--- src/rtl/rx_frame_buffer_if.sv ---
// Byte-stream bundle between the deserialiser, the frame buffer and the frame consumer.
// The slave modport is the frame buffer's view; the master modport is the surrounding logic's view.
interface rx_frame_buffer_if;
    logic       in_soc;
    logic       in_eoc;
    logic       in_error;
    logic       in_data_valid;
    logic [7:0] in_data;
    logic [2:0] in_data_bits;
    logic       out_valid;
    logic       out_ready;
    logic [7:0] out_data;
    logic       out_last;
    logic [2:0] out_bits;
    logic       frame_dropped;
    logic       busy;

    modport slave (
        input  in_soc, in_eoc, in_error, in_data_valid, in_data, in_data_bits, out_ready,
        output out_valid, out_data, out_last, out_bits, frame_dropped, busy
    );

    modport master (
        output in_soc, in_eoc, in_error, in_data_valid, in_data, in_data_bits, out_ready,
        input  out_valid, out_data, out_last, out_bits, frame_dropped, busy
    );
endinterface

--- src/rtl/rx_frame_buffer.sv ---
// Store-and-forward receive frame buffer: a frame is only released to the consumer once it
// has ended cleanly; errored, overflowing or empty frames are discarded with a one-cycle pulse.
module rx_frame_buffer #(
    parameter int DEPTH = 16
) (
    input  logic               clk,
    input  logic               rst_n,
    rx_frame_buffer_if.slave   bus
);
    localparam int AW = $clog2(DEPTH);
    localparam int CW = AW + 1;
    localparam logic [CW-1:0] FULL = CW'(DEPTH);

    typedef enum logic [1:0] {IDLE, RX, DRAIN} state_t;

    state_t        state_q, state_d;
    logic [CW-1:0] count_q, count_d;
    logic [CW-1:0] rd_q, rd_d;
    logic          bad_q, bad_d;
    logic [2:0]    last_bits_q, last_bits_d;
    logic          drop_pend_q, drop_pend_d;
    logic          dropped_q, dropped_d;

    logic [7:0]    mem [DEPTH];
    logic          wr0_en, wr1_en;
    logic [AW-1:0] wr0_addr, wr1_addr;

    // Scratch values for the byte-then-partial-byte ordering inside one cycle
    logic [CW-1:0] cnt_a, cnt_b;
    logic          bad_a, bad_b;

    always_ff @(posedge clk or negedge rst_n) begin
        if (!rst_n) begin
            state_q     <= IDLE;
            count_q     <= '0;
            rd_q        <= '0;
            bad_q       <= 1'b0;
            last_bits_q <= 3'd0;
            drop_pend_q <= 1'b0;
            dropped_q   <= 1'b0;
        end else begin
            state_q     <= state_d;
            count_q     <= count_d;
            rd_q        <= rd_d;
            bad_q       <= bad_d;
            last_bits_q <= last_bits_d;
            drop_pend_q <= drop_pend_d;
            dropped_q   <= dropped_d;
        end
    end

    // A coincident data byte and partial end byte land in two consecutive slots in one cycle.
    always_ff @(posedge clk) begin
        if (wr0_en) mem[wr0_addr] <= bus.in_data;
        if (wr1_en) mem[wr1_addr] <= bus.in_data;
    end

    always_comb begin
        state_d     = state_q;
        count_d     = count_q;
        rd_d        = rd_q;
        bad_d       = bad_q;
        last_bits_d = last_bits_q;
        drop_pend_d = drop_pend_q;
        dropped_d   = 1'b0;
        wr0_en      = 1'b0;
        wr1_en      = 1'b0;
        wr0_addr    = count_q[AW-1:0];
        wr1_addr    = count_q[AW-1:0];
        cnt_a       = count_q;
        cnt_b       = count_q;
        bad_a       = bad_q;
        bad_b       = bad_q;

        unique case (state_q)
            IDLE: begin
                // A frame that started while draining still owes its drop pulse.
                if (drop_pend_q && bus.in_eoc) begin
                    dropped_d   = 1'b1;
                    drop_pend_d = 1'b0;
                end
                if (bus.in_soc) begin
                    state_d     = RX;
                    count_d     = '0;
                    bad_d       = 1'b0;
                    last_bits_d = 3'd0;
                    drop_pend_d = 1'b0;
                end
            end
            RX: begin
                if (bus.in_soc) begin
                    count_d     = '0;
                    bad_d       = 1'b0;
                    last_bits_d = 3'd0;
                end else begin
                    bad_a = bad_q | bus.in_error;
                    if (bus.in_data_valid) begin
                        if (count_q == FULL) begin
                            bad_a = 1'b1;
                        end else begin
                            wr0_en = 1'b1;
                            cnt_a  = count_q + CW'(1);
                        end
                    end
                    count_d = cnt_a;
                    bad_d   = bad_a;
                    if (bus.in_eoc) begin
                        cnt_b    = cnt_a;
                        bad_b    = bad_a;
                        wr1_addr = cnt_a[AW-1:0];
                        if (bus.in_data_bits != 3'd0) begin
                            if (cnt_a == FULL) begin
                                bad_b = 1'b1;
                            end else begin
                                wr1_en = 1'b1;
                                cnt_b  = cnt_a + CW'(1);
                            end
                        end
                        last_bits_d = bus.in_data_bits;
                        count_d     = cnt_b;
                        bad_d       = bad_b;
                        rd_d        = '0;
                        if (!bad_b && cnt_b != '0) begin
                            state_d = DRAIN;
                        end else begin
                            dropped_d = 1'b1;
                            state_d   = IDLE;
                        end
                    end
                end
            end
            DRAIN: begin
                if (bus.in_eoc && drop_pend_q) begin
                    dropped_d   = 1'b1;
                    drop_pend_d = 1'b0;
                end
                if (bus.in_soc) drop_pend_d = 1'b1;
                if (bus.out_ready) begin
                    if (rd_q == count_q - CW'(1)) begin
                        state_d = IDLE;
                        rd_d    = '0;
                    end else begin
                        rd_d = rd_q + CW'(1);
                    end
                end
            end
            default: state_d = IDLE;
        endcase
    end

    // Read is asynchronous so the next byte is ready the cycle after each acceptance.
    always_comb begin
        bus.out_valid     = (state_q == DRAIN);
        bus.out_last      = bus.out_valid && (rd_q == count_q - CW'(1));
        bus.out_data      = bus.out_valid ? mem[rd_q[AW-1:0]] : 8'h00;
        bus.out_bits      = bus.out_last ? last_bits_q : 3'd0;
        bus.frame_dropped = dropped_q;
        bus.busy          = (state_q != IDLE);
    end
endmodule

--- src/flat_wrapper.sv ---
// flat-port wrapper written by rule: the top's interface ports become plain ports
module rx_frame_buffer_flat 
#(
    parameter int DEPTH = 16
)
  (clk, rst_n, bus_in_soc, bus_in_eoc, bus_in_error, bus_in_data_valid, bus_in_data, bus_in_data_bits, bus_out_ready, bus_out_valid, bus_out_data, bus_out_last, bus_out_bits, bus_frame_dropped, bus_busy);
  rx_frame_buffer_if bus_i ();
  input  logic clk;
  input  logic rst_n;
  input wire logic [$bits(bus_i.in_soc)-1:0] bus_in_soc;
  input wire logic [$bits(bus_i.in_eoc)-1:0] bus_in_eoc;
  input wire logic [$bits(bus_i.in_error)-1:0] bus_in_error;
  input wire logic [$bits(bus_i.in_data_valid)-1:0] bus_in_data_valid;
  input wire logic [$bits(bus_i.in_data)-1:0] bus_in_data;
  input wire logic [$bits(bus_i.in_data_bits)-1:0] bus_in_data_bits;
  input wire logic [$bits(bus_i.out_ready)-1:0] bus_out_ready;
  output wire logic [$bits(bus_i.out_valid)-1:0] bus_out_valid;
  output wire logic [$bits(bus_i.out_data)-1:0] bus_out_data;
  output wire logic [$bits(bus_i.out_last)-1:0] bus_out_last;
  output wire logic [$bits(bus_i.out_bits)-1:0] bus_out_bits;
  output wire logic [$bits(bus_i.frame_dropped)-1:0] bus_frame_dropped;
  output wire logic [$bits(bus_i.busy)-1:0] bus_busy;
  assign bus_i.in_soc = bus_in_soc;
  assign bus_i.in_eoc = bus_in_eoc;
  assign bus_i.in_error = bus_in_error;
  assign bus_i.in_data_valid = bus_in_data_valid;
  assign bus_i.in_data = bus_in_data;
  assign bus_i.in_data_bits = bus_in_data_bits;
  assign bus_i.out_ready = bus_out_ready;
  assign bus_out_valid = bus_i.out_valid;
  assign bus_out_data = bus_i.out_data;
  assign bus_out_last = bus_i.out_last;
  assign bus_out_bits = bus_i.out_bits;
  assign bus_frame_dropped = bus_i.frame_dropped;
  assign bus_busy = bus_i.busy;
  rx_frame_buffer #(.DEPTH(DEPTH)) u_core (.clk(clk), .rst_n(rst_n), .bus(bus_i));
endmodule
--- config.mk ---
export PLATFORM = sky130hd
export DESIGN_NAME = rx_frame_buffer_flat
export DESIGN_NICKNAME = d
export VERILOG_FILES = /design/src/rtl/rx_frame_buffer_if.sv /design/src/rtl/rx_frame_buffer.sv /design/src/flat_wrapper.sv
export SDC_FILE = /design/constraint.sdc
export NUM_CORES = 1
export LEC_CHECK = 0
export ABC_AREA = 0
export ABC_CLOCK_PERIOD_IN_PS = 2800
export BUFFER_PORTS_ARGS = -buffer_cell sky130_fd_sc_hd__buf_2
export CORE_MARGIN = 4
export CORE_UTILIZATION = 33
export DETAILED_ROUTE_END_ITERATION = 6
export SETUP_SLACK_MARGIN = 0.5
export SLEW_MARGIN = 15
export SYNTH_ARGS = -nofsm -noshare
export SYNTH_HDL_FRONTEND = slang
export SYNTH_SLANG_ARGS = --single-unit
--- constraint.sdc ---
create_clock -name clk -period 2.8 [get_ports clk]
set_input_delay 0.42 -clock clk [delete_from_list [all_inputs] [get_ports clk]]
set_output_delay 0.42 -clock clk [all_outputs]
set_load 0.01 [all_outputs]
==> results by stage, run 1 <==
Detailed routing:
- The first-pass detailed-route iteration total is 5.
- The total DRC errors in the routed layout is 0.
- The first routing iteration left roughly 260 violations.
- For this block, the routed nets add up to about 16 mm of wire.
- The count of nets left with antenna violations once routing finished came out at 0.
- The final route contains 4,042 vias.
- After detailed routing, the average wire length per cell comes to between 20 and 25 um.
- After detailed routing, the number of vias per cell comes to 5.26.

Synth:
- Counting instances in the post-synthesis netlist gives the leading cell types as 128 x edfxtp_1, 40 x mux4_2, 27 x nand2_1.
- Synthesis inferred 146 register bits.
- The number of nets in the synthesized netlist is roughly 420.
- The count of mapped cells out of synthesis is just under 400.
- Counting distinct cell types in the post-synthesis netlist gives slightly below 60.
- The total number of yosys warnings is 0.
- In this run, synthesis inferred around 130 flip-flops with an integrated enable.
- In this run the cell area of the synthesized design comes to 6610 sq um.
- The cell with the most instances after synthesis is edfxtp_1.
- The fraction of post-synthesis cell area in the top cell type by area is between 50% and 60%.
- The average footprint of a synthesized cell is 16.7 sq um.
- For this run, the leading register cell type out of synthesis is edfxtp_1.
- The library cell with the largest summed area after synthesis is edfxtp_1.
- Sorting the synthesized cells by area gives the leading types as edfxtp_1 58%, mux4_2 14%, dfrtp_1 6.8%, nand2_1 1.5%, o22ai_1 1.5%.
- The post-synthesis sequential area ratio is between 60 and 70%.
- The share of synthesized registers carrying an async set or reset is 12.3%.

Die:
- The die boundary height is between 100 and 150 um.
- After floorplanning, the core was divided into between 50 and 60 placement rows.
- The area enclosed by the die boundary is about 22,000 sq um.
- In this run the standard cell core region covers 19,600 sq um.
- For this configuration, the core starts out at a cell density of between 30 and 40%.
- The width of the chip is around 150 um.
- The number of top-level design ports is 33.

STA:
- The number of hold-slack violations in the final timing report came to 0.
- Once routing completed, OpenROAD measured the worst setup slack at -0.0492 ns.
- Clock skew on the completed layout was measured at approximately 0.0093 ns.
- Of the available clock period, the critical path in the final layout requires 102%.
- The setup violation total in the final timing report is 8.
- Measured against its own limit, the worst slew margin works out to about three fifths.
- The count of final max-slew check failures came to 0.
- The total negative setup slack is -0.237 ns.
- At the pin with the least slew margin, the transition time is ~0.59 ns.
- Setup repair after global routing could not meet its margin everywhere.
- Static timing analysis puts the maximum clock frequency at ~350 MHz.
- The clock period minus worst slack is between 2 and 3 ns.

Critical path:
- The worst setup path is of the flip-flop to output pin kind.
- By instance count, the cell type seen most on the critical path is mux4_2.
- The register-to-register setup slack is 0.47 ns.
- The most critical setup path has its endpoint at bus_out_data[5].
- Along the worst path, the maximum fanout reaches 14.
- The worst reg2reg path depth is 11.
- Data on the critical path arrives at its endpoint at roughly 2.4 ns.
- Among all stages on the critical path, the largest delay is contributed by mux4_2.
- The origin of the worst setup path is u_core.rd_q[0].
- STA classifies the critical path startpoint as a flip-flop.
- Among cell families on the critical path, the largest total delay comes from multiplexers.
- The number of buffers and inverters on the critical path is 2.
- The highest cell delay on the worst timing path is 0.55 ns.
- The total stage count of the critical path is 5.
- Traced cell by cell, the critical path runs through buf_12, mux4_2, mux4_2, and2_4, buf_6.
- The worst register-to-register path ends at u_core.state_q[1].
- The required time of the critical path is 2.38 ns.
- The worst setup path is captured at an output pin.
- The startpoint identified for the worst register-to-register timing path is u_core.count_q[0].

Pwr:
- The maximum vdd ir drop is 0.462 mV.
- For this design the ratio of total power to cell area is approximately 690 nW/um^2.
- The total power of the final layout is 5920 uW.
- The static power due to leakage is approximately 0.0030 uW.

CTS:
- The depth of the CTS H-tree is 4.
- The clock tree from TritonCTS is built.
- Clock-pin slew was measured on the worst setup and hold paths at roughly 0.060 ns.
- The later pin in the worst-skew pair is clocked with a latency of 0.42 ns.
- The longest clock path from root to sink contains 2 buffers.
- The clock sink count is approximately 150.
- The CTS buffer count is 17.
- The clock root buffer is clkbuf_16.

Placement:
- The sum of net half-perimeters after detailed placement is around 10 mm.
- The number of placed instances, taps included, is roughly 710.
- The routability congestion estimate from global placement is ~0.8.
- Summing all placed instances gives a cell area of 7310 sq um.
- The count of port buffers added during placement is 32.
- At the placement stage, the worst setup path has a slack of about 0.17 ns.

Min path:
- The worst hold path class is input pin to flip-flop.

Run status:
- The checks that failed: negative setup slack.
- The flow ran to the end, but the final reports show violations.

Final layout:
- The count of cells in the finished layout, fillers not included, comes to approximately 770.
- The number of nets in the layout is 515.
- The layout has about 1,700 filler cells.
- The diode insertion count for antenna repair is 0.
- The relative area change from synthesis to final layout is 29.2%.
- The ratio of cells with drive above 1 in the final layout is a little under half.
- The post-route cell area is approximately 8500 sq um.

GRT:
- The initial antenna violation count is 0.
- The via count of the first global-routing pass is around 4,200.
- The overall overflow remaining after global route is 0.
- The first global-routing pass estimated 24.1 mm of wire.
- Global routing used between 10% and 20% of the available tracks.
- The maximum number of pins on one net before global-route repair is 32.

Job:
- The tool flagged a number of max-cap violations equal to 0.
-- layer usage --
| layer | wire length [um] | vias to the layer above | global-route usage (%) | share of wire [%] |
|---|---|---|---|---|
| met4 | 332 | 0 | 4.07 | 2.1 |
| met1 | 6660 | 2119 | 18.6 | 42 |
| met3 | 581 | 25 | 3.18 | 3.7 |
| met2 | 8250 | 118 | 24.3 | 52 |
| li1 | - | 1780 | - | - |
| met5 | 0 | - | 0 | 0 |
-- what timing repair did --
action                                  4_1_cts  5_1_grt
setup buffers                                24        5
resized for setup                            49       49
pin swaps                                     9       14
endpoints found under the setup margin      145      144
hold buffers                                  1        0
endpoints found under the hold margin        18        0
-- power breakdown --
group	switching, uW	total [uW]	internal, uW	leakage [uW]
registers	54.6	2520	2460	0.00139
clock network	924	2060	1140	0.000250
logic	695	1340	648	0.00133
total	1670	5920	4250	0.00297
-- worst min-delay path by stage --
stage / start / endpoint / slack (ns) / cells after the start
after floorplan: rst_n / u_core.bad_q / 0.12 / 0
after global placement: rst_n / u_core.last_bits_q[0] / 0.37 / 1
after detailed placement: rst_n / u_core.last_bits_q[2] / 0.39 / 1
after CTS: bus_in_data_bits[2] / u_core.last_bits_q[2] / 0.25 / 2
after global routing: bus_in_data_bits[1] / u_core.last_bits_q[1] / 0.26 / 2
final: bus_in_data_bits[2] / u_core.last_bits_q[2] / 0.27 / 2
-- through the flow --
stage | util, % | hold WS (ns)
5_1_grt | 43.6 | 0.265
6_report | 43.6 | 0.265
3_3_place_gp | 37.3 | 0.374
4_1_cts | 42.2 | 0.252
2_1_floorplan | - | 0.124
3_5_place_dp | 37.3 | 0.387
-- cell families after synthesis --
family                     after synthesis  share of synthesized area, %
AOI/OAI and AO/OA                       65                          6.57
xor gates and xnor gates                18                          2.78
adders and majority gates                7                          1.33
buffers and inverters                   26                          2.25
DFF                                    146                          65.0
muxes                                   42                          14.0
and+or+nand+nor                         92                          8.14
-- cells in the final DEF (no fill, tap or decap), drive strengths merged, types with 9 or more instances in the layout --
master,instances
buf,93
and2,10
dfrtp,18
edfxtp,128
inv,12
nand2b,9
nand2,27
o22ai,16
o21ai,19
clkbuf,18
xnor2,10
mux4,40
-- flip-flops by register name, indices dropped and copies added (netlist names) --
register	cells
u_core.mem	128
u_core.count_q	5
u_core.rd_q	5
u_core.last_bits_q	3
u_core.state_q	2
u_core.bad_q	1
u_core.bus.frame_dropped	1
u_core.drop_pend_q	1
-- cell type report --
type                            instances  area (sq um)  share of cell area [%]
Multi-Input combinational cell        224          2570                    30.1
Tap cell                              265           332                    3.88
Inverter                                7          33.8                   0.396
Clock inverter                         14           101                    1.19
Timing Repair Buffer                   94           771                    9.03
Sequential cell                       146          4300                    50.4
Clock buffer                           18           429                    5.03
(Power assumes the default switching activity.)
==> run 2, diff against run 1 <==
Settings changed: CELL_PAD_IN_SITES_DETAIL_PLACEMENT from default to 0, CELL_PAD_IN_SITES_GLOBAL_PLACEMENT from default to 2, PLACE_DENSITY_LB_ADDON from default to 0.1.
==> results by stage, run 2 (synthesis gave the netlist of run 1 again) <==
STA:
- The clock period minus worst slack is 2.90 ns (+0.0488 ns).
- The total negative setup slack is -0.487 ns (-0.251 ns).
- The worst path setup slack after routing is -0.0980 ns (-0.0488 ns).
- The clock tree skew after final layout is 0.00883 ns (-0.000453 ns).
- The number of hold-slack violations in the final timing report is 0 (unchanged).
- The fraction of the cycle the final worst path needs is 104% (+1.7 points).
- The slew at the pin with the worst max-slew slack is 0.687 ns (+0.0935 ns).
- The normalized max-slew margin is 53.7% (-6.3 points).
- The setup violation total in the final timing report came to 8 (unchanged).
- The worst hold slack after final layout is 0.245 ns (-0.0205 ns).
- Setup repair after global routing could not meet its margin everywhere.
- The count of final max-slew check failures is 0 (unchanged).
- The upper clock frequency limit is 345 MHz (-1.7%).

CTS:
- The clock transition at the register clock pins on the worst setup and hold paths after CTS is 0.07 ns (about the same).
- The CTS buffer count is 17 (unchanged).
- The clock sink count is 146 (unchanged).
- The buffer levels on the longest clock path is 2 (unchanged).
- The depth of the CTS H-tree is 4 (unchanged).
- The clock root buffer is clkbuf_16.
- The clock tree from TritonCTS is built.
- The clock network latency to the later pin of the worst-skew pair is 0.42 ns (about the same).

Critical path:
- Broken down by cell family, the worst path's largest delay share belongs to multiplexers.
- The end of the worst register-to-register path is u_core.mem[6][1].
- The launching element type of the critical path is a flip-flop.
- The worst path buffer plus inverter count is 2 (unchanged).
- The register-to-register setup slack is 0.47 ns (about the same).
- By instance count, the cell type seen most on the critical path is mux4_2.
- The highest cell delay on the worst timing path is 0.55 ns (about the same).
- The type of element capturing the critical path is an output pin.
- The slowest cell on the critical path is mux4_2.
- The worst reg2reg path depth is 10 (-1).
- The worst-path maximum fanout came to 6 (-8).
- The type of the setup path with the least slack is flip-flop to output pin.
- The critical path arrival is 2.48 ns (+0.05 ns).
- The required time of the critical path came to 2.38 ns (about the same).
- Walking the worst path, the cells encountered are clkbuf_16, mux4_2, mux4_2, and2_4, buf_6.
- The startpoint identified for the worst register-to-register timing path is u_core.count_q[0].

Pwr:
- The power density over cell area came to 713 nW/um^2 (+2.8%).
- The maximum vdd ir drop was 0.486 mV (+5.3%).
- The static power due to leakage is 0.00317 uW (+6.8%).

Final layout:
- The number of nets in the layout is 540 (+4.9%).
- The area growth from synthesis to layout is 36.7%.
- The largest register by flop count is u_core.mem.
- The diode insertion count for antenna repair came to 0 (unchanged).
- The flip-flop count of the largest register after layout is 128 (unchanged).
- The most common cell after layout, fill and taps aside is edfxtp_1.
- The layout filler cell count was 1,713 (-1.3%).
- The largest registers in the layout are u_core.mem (128), u_core.count_q (5), u_core.rd_q (5).
- The ratio of cells with drive above 1 in the final layout is 50.8% (+3.4 points).
- In the layout the commonest cells are 128 x edfxtp_1, 44 x buf_4, 40 x mux4_2.

Placement:
- The sum of net half-perimeters after detailed placement was 12.0 mm (+21%).
- The count of port buffers added during placement is 32 (unchanged).
- The routability congestion estimate from global placement is 0.788 (-3.9%).
- The worst-case setup slack after placement was 0.0389 ns (-0.129 ns).

Die:
- The number of top-level design ports came to 33 (unchanged).
- The area enclosed by the die boundary was 22,400 sq um (unchanged).
- The core box area is 19,600 sq um (unchanged).
- The die boundary height is 150 um (unchanged).
- The site row count is 51 (unchanged).
- The initial core utilization was 33.7% (unchanged).
- The width of the chip came to 150 um (unchanged).

Detailed routing:
- The initial detailed-routing violation count is 242 (-5.5%).
- The routed wire length per instance is 22.0 um (+7.0%).
- The detailed-route via count is 3,980 (-1.5%).
- The overall routed net length came to 17.5 mm (+11%).
- The total DRC errors in the routed layout is 0 (unchanged).
- The number of nets still failing antenna checks after routing is 0 (unchanged).
- The first-pass detailed-route iteration total was 6 (+1).
- The vias per cell came to 5.02 (-4.6%).

Min path:
- The worst hold path class is input pin to flip-flop.
- The hold path startpoint is bus_in_data_bits[2].
- The path with the worst hold slack has its endpoint at u_core.last_bits_q[2].
- The cell depth of the worst min-delay path came to 2 (unchanged).

GRT:
- The wire length of the first global-routing pass came to 26.5 mm (+10%).
- The overall overflow remaining after global route is 0 (unchanged).
- The initial antenna violation count was 0 (unchanged).
- The maximum number of pins on one net before global-route repair was 37 (+16%).
- The via count of the first global-routing pass is 4,123 (-1.6%).
- The global-route usage over all layers came to 16.4% (+2.1 points).

Run status:
- The flow ran to the end, but the final reports show violations.
- The checks that failed: negative setup slack.

Job:
- The number of max-capacitance violations reported is 0 (unchanged).
## run 2: cell types whose count changed in the layout (fill, tap and decap cells not counted), sizes merged
cell	previous run	this run
buf	93	117
clkinv	6	4
bufinv	0	4
clkinvlp	3	2
## run 2: routing by layer
layer	GRT usage, %	share of wire [%]	up-vias
li1	-	-	1823
met1	23.7	46	2052
met2	25.4	49	91
met3	3.03	3.7	14
met4	5.13	1.1	0
met5	0	0	-
## run 2: how the worst max path moves through the flow
stage	start	end	slack, ns	cells after the start
final	u_core.rd_q[0]	bus_out_data[7]	-0.1	5
after floorplan	u_core.count_q[0]	u_core.state_q[1]	0.35	12
after global placement	bus_in_soc	u_core.mem[5][5]	0.06	9
after detailed placement	u_core.count_q[0]	u_core.mem[3][6]	0.04	7
after global routing	u_core.rd_q[0]	bus_out_data[1]	-0.17	5
after CTS	u_core.rd_q[0]	bus_out_data[0]	-0.12	5
## run 2: final cells by class
| class | instances | area (sq um) | area share, % |
|---|---|---|---|
| inverter | 7 | 35.0 | 0.388 |
| multi-input combinational | 224 | 2650 | 29.3 |
| sequential | 146 | 4300 | 47.6 |
| clock buffer | 17 | 425 | 4.71 |
| tap | 265 | 332 | 3.67 |
| timing repair buffer | 119 | 1070 | 11.8 |
| clock inverter | 15 | 224 | 2.48 |
## run 2: per-stage QoR
stage	total power, uW	cells	instance area, sq um	utilization, %
finish	6440	793	9030	46.1
detailed placement	3610	734	7510	38.3
CTS	6330	788	8690	44.4
global placement	3620	734	7510	38.3
global route	6720	793	9030	46.1
floorplan	3230	396	6670	-
## run 2: repair_timing
item	CTS	global route
gates resized for setup	70	59
pin swaps	22	21
cloned	0	1
hold endpoints to repair	18	0
buffers inserted	21	4
setup endpoints to repair	145	145
hold buffers	1	0
## run 2: worst reg2reg max path: cells and delay by family, from the launching register on
| kind | cells | cell delay (ns) |
|---|---|---|
| buf+inv | 3 | 0.39 |
| flops | 1 | 0.41 |
| fa+ha+maj | 1 | 0.16 |
| simple gates | 4 | 0.68 |
| compound gates | 1 | 0.18 |
| xor+xnor | 1 | 0.22 |
## run 2: report_power, final
part | internal [uW] | total [uW] | switching (uW)
logic | 713 | 1440 | 724
registers | 2460 | 2510 | 47.9
clock network | 1530 | 2500 | 971
